[config.mk]
export PLATFORM = sky130hd
export DESIGN_NAME = uart_rx_param_flat
export DESIGN_NICKNAME = d
export VERILOG_FILES = /design/src/rtl/uart_pkg.sv /design/src/rtl/uart_rx_param_if.sv /design/src/rtl/uart_rx_sync.sv /design/src/rtl/uart_rx_param.sv /design/src/flat_wrapper.sv
export SDC_FILE = /design/constraint.sdc
export NUM_CORES = 1
export LEC_CHECK = 0
export CORE_MARGIN = 2
export CORE_UTILIZATION = 45
export DETAILED_ROUTE_END_ITERATION = 8
export MAX_ROUTING_LAYER = met4
export PLACE_DENSITY = 0.76
export RECOVER_POWER = 50
export SETUP_SLACK_MARGIN = 0.15
export SYNTH_ARGS = -nofsm -noshare
export SYNTH_HDL_FRONTEND = slang
export SYNTH_SLANG_ARGS = --single-unit
[constraint.sdc]
create_clock -name clk -period 2.1 [get_ports clk]
set_input_delay 0.42 -clock clk [delete_from_list [all_inputs] [get_ports clk]]
set_output_delay 0.42 -clock clk [all_outputs]
set_load 0.01 [all_outputs]
[src/rtl/uart_pkg.sv]
// Shared definitions for the parametrised UART receiver: parity modes, FSM
// state enumeration and the parity helper used when checking a frame.
package uart_pkg;

    localparam int PARITY_NONE = 0;
    localparam int PARITY_EVEN = 1;
    localparam int PARITY_ODD  = 2;

    localparam int MAX_DATA_BITS = 9;

    typedef enum logic [2:0] {
        IDLE      = 3'd0,
        START     = 3'd1,
        DATA      = 3'd2,
        PARITY    = 3'd3,
        STOP      = 3'd4,
        WAIT_IDLE = 3'd5
    } rx_state_t;

    // Returns the parity bit a correct sender would transmit for this word.
    function automatic logic parity_calc(input logic [MAX_DATA_BITS-1:0] data,
                                         input int mode);
        logic p;
        p = 1'b0;
        case (mode)
            PARITY_EVEN: p = ^data;
            PARITY_ODD:  p = ~(^data);
            default:     p = 1'b0;
        endcase
        return p;
    endfunction

endpackage

[src/rtl/uart_rx_param_if.sv]
// Receiver-side bundle: serial line in, held word out through a valid/ready
// register, plus the error indications.
interface uart_rx_param_if #(
    parameter int DATA_BITS = 7
);
    logic                 rx_in;
    logic                 rx_ready;
    logic [DATA_BITS-1:0] rx_data;
    logic                 rx_valid;
    logic                 rx_parity_err;
    logic                 framing_err;
    logic                 overrun_err;

    modport master (
        input  rx_in,
        input  rx_ready,
        output rx_data,
        output rx_valid,
        output rx_parity_err,
        output framing_err,
        output overrun_err
    );

    modport slave (
        output rx_in,
        output rx_ready,
        input  rx_data,
        input  rx_valid,
        input  rx_parity_err,
        input  framing_err,
        input  overrun_err
    );
endinterface

[src/rtl/uart_rx_sync.sv]
// Two-flop synchroniser for the asynchronous serial line, idle-high on reset,
// with a one-cycle pulse on each synchronised falling edge.
module uart_rx_sync (
    input  logic clk,
    input  logic rst_n,
    input  logic async_in,
    output logic line,
    output logic fall
);

    logic meta;
    logic prev;

    always_ff @(posedge clk or negedge rst_n) begin
        if (!rst_n) begin
            meta <= 1'b1;
            line <= 1'b1;
            prev <= 1'b1;
        end else begin
            meta <= async_in;
            line <= meta;
            prev <= line;
        end
    end

    assign fall = prev & ~line;

endmodule

[src/rtl/uart_rx_param.sv]
// Parametrised oversampling UART receiver: glitch-filtered start detection,
// optional parity, 1 or 2 stop bits, one-entry valid/ready output holding register.
module uart_rx_param
    import uart_pkg::*;
#(
    parameter int DATA_BITS    = 7,
    parameter int CLKS_PER_BIT = 16,
    parameter int PARITY_MODE  = 0,
    parameter int STOP_BITS    = 1
) (
    input  logic             clk,
    input  logic             rst_n,
    uart_rx_param_if.master  bus
);

    localparam int CW = $clog2(CLKS_PER_BIT);
    localparam int IW = $clog2(DATA_BITS + 1);

    localparam logic [CW-1:0] HALF_LOAD = CW'(CLKS_PER_BIT / 2 - 1);
    localparam logic [CW-1:0] FULL_LOAD = CW'(CLKS_PER_BIT - 1);
    localparam logic [IW-1:0] LAST_IDX  = IW'(DATA_BITS - 1);
    localparam logic [1:0]    LAST_STOP = 2'(STOP_BITS - 1);
    localparam bit            HAS_PARITY = (PARITY_MODE != PARITY_NONE);

    localparam logic [2:0] ST_IDLE      = IDLE;
    localparam logic [2:0] ST_START     = START;
    localparam logic [2:0] ST_DATA      = DATA;
    localparam logic [2:0] ST_PARITY    = PARITY;
    localparam logic [2:0] ST_STOP      = STOP;
    localparam logic [2:0] ST_WAIT_IDLE = WAIT_IDLE;

    logic                 line;
    logic                 fall;
    logic [2:0]           state;
    logic [CW-1:0]        cnt;
    logic [IW-1:0]        bit_idx;
    logic [1:0]           stop_idx;
    logic [DATA_BITS-1:0] shreg;
    logic                 par_err;
    logic                 deliver;
    logic                 framing_q;
    logic                 overrun_q;
    logic [DATA_BITS-1:0] data_q;
    logic                 valid_q;
    logic                 perr_q;
    logic                 expire;

    uart_rx_sync u_sync (
        .clk      (clk),
        .rst_n    (rst_n),
        .async_in (bus.rx_in),
        .line     (line),
        .fall     (fall)
    );

    assign expire = (cnt == '0);

    // Frame sequencer; every sample is taken when the bit-period counter hits zero.
    always_ff @(posedge clk or negedge rst_n) begin
        if (!rst_n) begin
            state     <= ST_IDLE;
            cnt       <= '0;
            bit_idx   <= '0;
            stop_idx  <= '0;
            shreg     <= '0;
            par_err   <= 1'b0;
            deliver   <= 1'b0;
            framing_q <= 1'b0;
        end else begin
            deliver   <= 1'b0;
            framing_q <= 1'b0;
            case (state)
                ST_IDLE: begin
                    if (fall) begin
                        state <= ST_START;
                        cnt   <= HALF_LOAD;
                    end
                end
                ST_START: begin
                    if (expire) begin
                        if (!line) begin
                            state   <= ST_DATA;
                            cnt     <= FULL_LOAD;
                            bit_idx <= '0;
                        end else begin
                            state <= ST_IDLE;
                        end
                    end else begin
                        cnt <= cnt - 1'b1;
                    end
                end
                ST_DATA: begin
                    if (expire) begin
                        shreg <= {line, shreg[DATA_BITS-1:1]};
                        cnt   <= FULL_LOAD;
                        if (bit_idx == LAST_IDX) begin
                            bit_idx  <= '0;
                            stop_idx <= '0;
                            par_err  <= 1'b0;
                            state    <= HAS_PARITY ? ST_PARITY : ST_STOP;
                        end else begin
                            bit_idx <= bit_idx + 1'b1;
                        end
                    end else begin
                        cnt <= cnt - 1'b1;
                    end
                end
                ST_PARITY: begin
                    if (expire) begin
                        par_err  <= line ^ parity_calc(MAX_DATA_BITS'(shreg), PARITY_MODE);
                        cnt      <= FULL_LOAD;
                        stop_idx <= '0;
                        state    <= ST_STOP;
                    end else begin
                        cnt <= cnt - 1'b1;
                    end
                end
                ST_STOP: begin
                    if (expire) begin
                        cnt <= FULL_LOAD;
                        if (!line) begin
                            framing_q <= 1'b1;
                            state     <= ST_WAIT_IDLE;
                        end else if (stop_idx == LAST_STOP) begin
                            deliver <= 1'b1;
                            state   <= ST_IDLE;
                        end else begin
                            stop_idx <= stop_idx + 1'b1;
                        end
                    end else begin
                        cnt <= cnt - 1'b1;
                    end
                end
                ST_WAIT_IDLE: begin
                    // A held-low line (break) must return high before a new start is armed.
                    if (line) begin
                        state <= ST_IDLE;
                    end
                end
                default: begin
                    state <= ST_IDLE;
                end
            endcase
        end
    end

    // Holding register: a same-cycle accept and load keeps valid high without overrun.
    always_ff @(posedge clk or negedge rst_n) begin
        if (!rst_n) begin
            data_q    <= '0;
            valid_q   <= 1'b0;
            perr_q    <= 1'b0;
            overrun_q <= 1'b0;
        end else begin
            overrun_q <= 1'b0;
            if (deliver) begin
                if (!valid_q || bus.rx_ready) begin
                    data_q  <= shreg;
                    perr_q  <= par_err;
                    valid_q <= 1'b1;
                end else begin
                    overrun_q <= 1'b1;
                end
            end else if (valid_q && bus.rx_ready) begin
                valid_q <= 1'b0;
            end
        end
    end

    assign bus.rx_data       = data_q;
    assign bus.rx_valid      = valid_q;
    assign bus.rx_parity_err = perr_q;
    assign bus.framing_err   = framing_q;
    assign bus.overrun_err   = overrun_q;

endmodule

[src/flat_wrapper.sv]
// flat-port wrapper written by rule: the top's interface ports become plain ports
module uart_rx_param_flat import uart_pkg::*;
#(
    parameter int DATA_BITS    = 7,
    parameter int CLKS_PER_BIT = 16,
    parameter int PARITY_MODE  = 0,
    parameter int STOP_BITS    = 1
)
  (clk, rst_n, bus_rx_in, bus_rx_ready, bus_rx_data, bus_rx_valid, bus_rx_parity_err, bus_framing_err, bus_overrun_err);
  uart_rx_param_if #(.DATA_BITS(DATA_BITS)) bus_i ();
  input  logic clk;
  input  logic rst_n;
  input wire logic [$bits(bus_i.rx_in)-1:0] bus_rx_in;
  input wire logic [$bits(bus_i.rx_ready)-1:0] bus_rx_ready;
  output wire logic [$bits(bus_i.rx_data)-1:0] bus_rx_data;
  output wire logic [$bits(bus_i.rx_valid)-1:0] bus_rx_valid;
  output wire logic [$bits(bus_i.rx_parity_err)-1:0] bus_rx_parity_err;
  output wire logic [$bits(bus_i.framing_err)-1:0] bus_framing_err;
  output wire logic [$bits(bus_i.overrun_err)-1:0] bus_overrun_err;
  assign bus_i.rx_in = bus_rx_in;
  assign bus_i.rx_ready = bus_rx_ready;
  assign bus_rx_data = bus_i.rx_data;
  assign bus_rx_valid = bus_i.rx_valid;
  assign bus_rx_parity_err = bus_i.rx_parity_err;
  assign bus_framing_err = bus_i.framing_err;
  assign bus_overrun_err = bus_i.overrun_err;
  uart_rx_param #(.DATA_BITS(DATA_BITS), .CLKS_PER_BIT(CLKS_PER_BIT), .PARITY_MODE(PARITY_MODE), .STOP_BITS(STOP_BITS)) u_core (.clk(clk), .rst_n(rst_n), .bus(bus_i));
endmodule
==> summary.txt, run 1 <==
number of global-route vias before repair = 1105
most common library cell in the layout ignoring fill and taps = nand2_1
number of enable-type register cells in the synthesized netlist = 0
Rows = 21
placement-stage worst setup slack = 0.152 ns
drt via density = 5.34
Worst Clk Skew = 0.0112 ns
Register Area = 880 sq um
R2R Setup Slk = 0.24 ns
root cell of the clock tree = clkbuf_4
grt ovf = 0
Final Setup Violations = 0
maximum number of pins on one net before global-route repair = 36
Cell Pwr Density = 933 mW/mm^2
overall routed net length = 2920 microns
Gate Count Post-Synth = 150
initial core utilization = 0.477
number of nets with antenna violations after routing = 0
Post-Synthesis Mean Instance Area = 10.8 sq um
first-pass GRT wire length = 5090 microns
last weighted congestion value of the routability-driven placer = 0.814
fraction of registers with async set or reset after synthesis = 1.00
endpoint of the worst hold-timing path = u_core.u_sync.line
area of combinational cells with multiple inputs = 669 sq um
maximum capacitance violations = 0
number of sinks handled by clock tree synthesis = 35
Cell Area, Synth = 0.00162 sq mm
Hold WC Path Type = reg -> reg
vias = 1137
number of endpoints with negative hold slack in the final report = 0
Min-Delay Path Depth = 0
highest attainable clock frequency = 539 MHz
total nets after synthesis = 156
headroom to the max-slew limit = 0.455
setup repair after global routing missed its margin = false
post-DR wirelength/cell = 13.7 microns
detailed-route DRC error count = 0
die outline height = 63.9 microns
Pleak = 0.000875 uW
iteration count of the initial detailed-routing pass = 4
filler cell count = 281
number of pins exceeding their max-slew limit in the final report = 0
count of port buffers added during placement = 14
post-route non-filler standard cell count = 213
maximum resistive drop on vdd = 537 uV
most frequent cells in the layout = nand2_1 (33), dfrtp_1 (32), clkdlybuf4s50_1 (11), inv_1 (9), mux2_1 (8)
die footprint = 0.00409 sq mm
kind of start point of the critical path = flip-flop
share of layout cells above drive strength 1 = 0.132
Arrival @ worst endpoint = 2.09 ns
reg2reg end = u_core.par_err
final worst-path setup slack = 0.244 ns
I/O pin cnt = 15
Synth cell types = 39
post-CTS setup buffer count = 0
Worst R2R Start = u_core.cnt[0]
total negative slack for setup checks = 0 ns
share of synthesized area occupied by flip-flops and latches = 0.544
Post-layout nets = 172
area overhead of the layout relative to synthesis = 15.8%
predominant post-synthesis flop cell = dfrtp_1
hold slack final = 0.370 ns
antenna violations before repair = 0
total half-perimeter wirelength after legalization and detailed placement = 2040 microns
flop and latch count out of synthesis = 35
total placed cells including tap cells = 205
CP required = 2.33 ns
kind of critical path = reg -> reg
GRT Resource Usage Total = 0.169
Worst R2R Path Depth = 6
placeable core region = 0.00339 sq mm
startpoint of the worst hold path = u_core.u_sync.meta
Period minus WS final = 1.86 ns
run status = complete, no violations
Chip Width = 63.9 microns
clock latency at the later pin of the worst-skew pair = 0.34 ns
Bufs on Longest Clock Path = 2
depth of the CTS H-tree = 2
actual slew at the worst max-slew pin = 0.817 ns
number of warnings issued by yosys = 0
ant diodes = 0
largest fanout of any net on the critical path = 6
final worst path period share = 0.884
TritonCTS clock tree = built
total CTS buffers = 5
clock slew at reported path FFs = 0.10 ns
Detailed Route Iter0 Violations = 53
category of the worst setup path capture point = flip-flop
kinds of logic (layout without fill, tap and decap cells):
group,Yosys count,count (layout),synth area share
flops,35,35,0.544
compound gates,24,24,0.104
buf+inv,15,32,0.0449
mux,13,13,0.0929
simple gates,61,61,0.199
fa+ha+maj,2,2,0.0155
area by class of cell:
class                      instances  area share
multi-input combinational        100       0.358
timing repair buffer              15      0.0775
clock buffer                       6      0.0274
tap                               46      0.0307
clock inverter                     2      0.0187
sequential                        35       0.470
inverter                           9      0.0180
per-stage QoR:
| step | total power (uW) | instance area [sq um] | utilization |
|---|---|---|---|
| floorplan | 1150 | 1620 | - |
| global placement | 1200 | 1780 | 0.526 |
| detailed placement | 1250 | 1780 | 0.526 |
| CTS | 1760 | 1870 | 0.552 |
| global route | 1870 | 1870 | 0.552 |
| finish | 1750 | 1870 | 0.552 |
routing by layer:
| layer | routed length, microns | GRT usage | up-vias | share of wire |
|---|---|---|---|---|
| li1 | - | - | 545 | - |
| met4 | 48 | 0.0652 | 0 | 0.016 |
| met1 | 1270 | 0.203 | 554 | 0.44 |
| met5 | 0 | - | - | 0 |
| met3 | 128 | 0.0528 | 6 | 0.044 |
| met2 | 1470 | 0.264 | 32 | 0.50 |
synth_stat cells (2+ instances only):
master | number | area, sq um
a21oi_1 | 7 | 35.0
buf_2 | 4 | 20.0
dfrtp_1 | 32 | 801
dfstp_2 | 3 | 78.8
ha_1 | 2 | 25.0
inv_1 | 9 | 33.8
mux2_1 | 8 | 90.1
mux2_4 | 2 | 30.0
mux2i_1 | 3 | 30.0
nand2_1 | 33 | 124
nor2_1 | 6 | 22.5
nor3_1 | 4 | 20.0
nor3b_1 | 2 | 15.0
nor3b_2 | 3 | 37.5
o21ai_1 | 4 | 20.0
o31ai_1 | 2 | 15.0
o41ai_1 | 3 | 26.3
or3b_1 | 2 | 17.5
power breakdown:
| part | internal, uW | leakage [uW] | switching (uW) |
|---|---|---|---|
| sequential | 773 | 0.000458 | 128 |
| clock | 281 | 0.0000482 | 223 |
| combinational | 159 | 0.000369 | 183 |
worst max-delay path by stage:
| stage | slack, ns | to | depth (start not counted) | from |
|---|---|---|---|---|
| final | 0.24 | u_core.par_err | 6 | u_core.cnt[0] |
| after global routing | 0.17 | u_core.par_err | 6 | u_core.cnt[0] |
| after CTS | 0.23 | u_core.par_err | 6 | u_core.cnt[0] |
| after detailed placement | 0.15 | u_core.par_err | 6 | u_core.cnt[0] |
| after global placement | 0.25 | u_core.par_err | 6 | u_core.cnt[0] |
| after floorplan | 0.33 | u_core.par_err | 7 | u_core.cnt[0] |
flip-flops by register name (all words and copies together) (netlist names):
signal and cells:
u_core.u_sync.line 1, u_core.bus.rx_data 7, u_core.u_sync.prev 1, u_core.deliver 1, u_core.shreg 7, u_core.cnt 4, u_core.bit_idx 3, u_core.stop_idx 2
u_core.bus.rx_parity_err 1, u_core.bus.rx_valid 1, u_core.par_err 1, u_core.u_sync.meta 1, u_core.bus.overrun_err 1, u_core.state 3, u_core.bus.framing_err 1
what timing repair did:
action,in CTS,in global routing
setup endpoints to repair,2,1
resized for setup,1,1
hold buffers,0,0
critical path, cell delays in order, from the launching register on:
cell and delay [ns]:
dfrtp_1 0.44, inv_1 0.08, ha_2 0.22, or3b_4 0.46, a21oi_4 0.16, nand2_1 0.10, mux2_4 0.30
Note: power is estimated with default switching activity, not from simulation.
==> inputs of run 2 (changes only) <==
--- a/config.mk
+++ b/config.mk
@@ -7,6 +7,7 @@
 export LEC_CHECK = 0
 export CORE_MARGIN = 2
 export CORE_UTILIZATION = 45
+export CTS_CLUSTER_DIAMETER = 30
 export DETAILED_ROUTE_END_ITERATION = 8
 export MAX_ROUTING_LAYER = met4
 export PLACE_DENSITY = 0.76
@@ -15,3 +16,4 @@
 export SYNTH_ARGS = -nofsm -noshare
 export SYNTH_HDL_FRONTEND = slang
 export SYNTH_SLANG_ARGS = --single-unit
+export TNS_END_PERCENT = 100
==> results of run 2 <==
No change in the layout: final DEF, timing and power equal those of run 1.
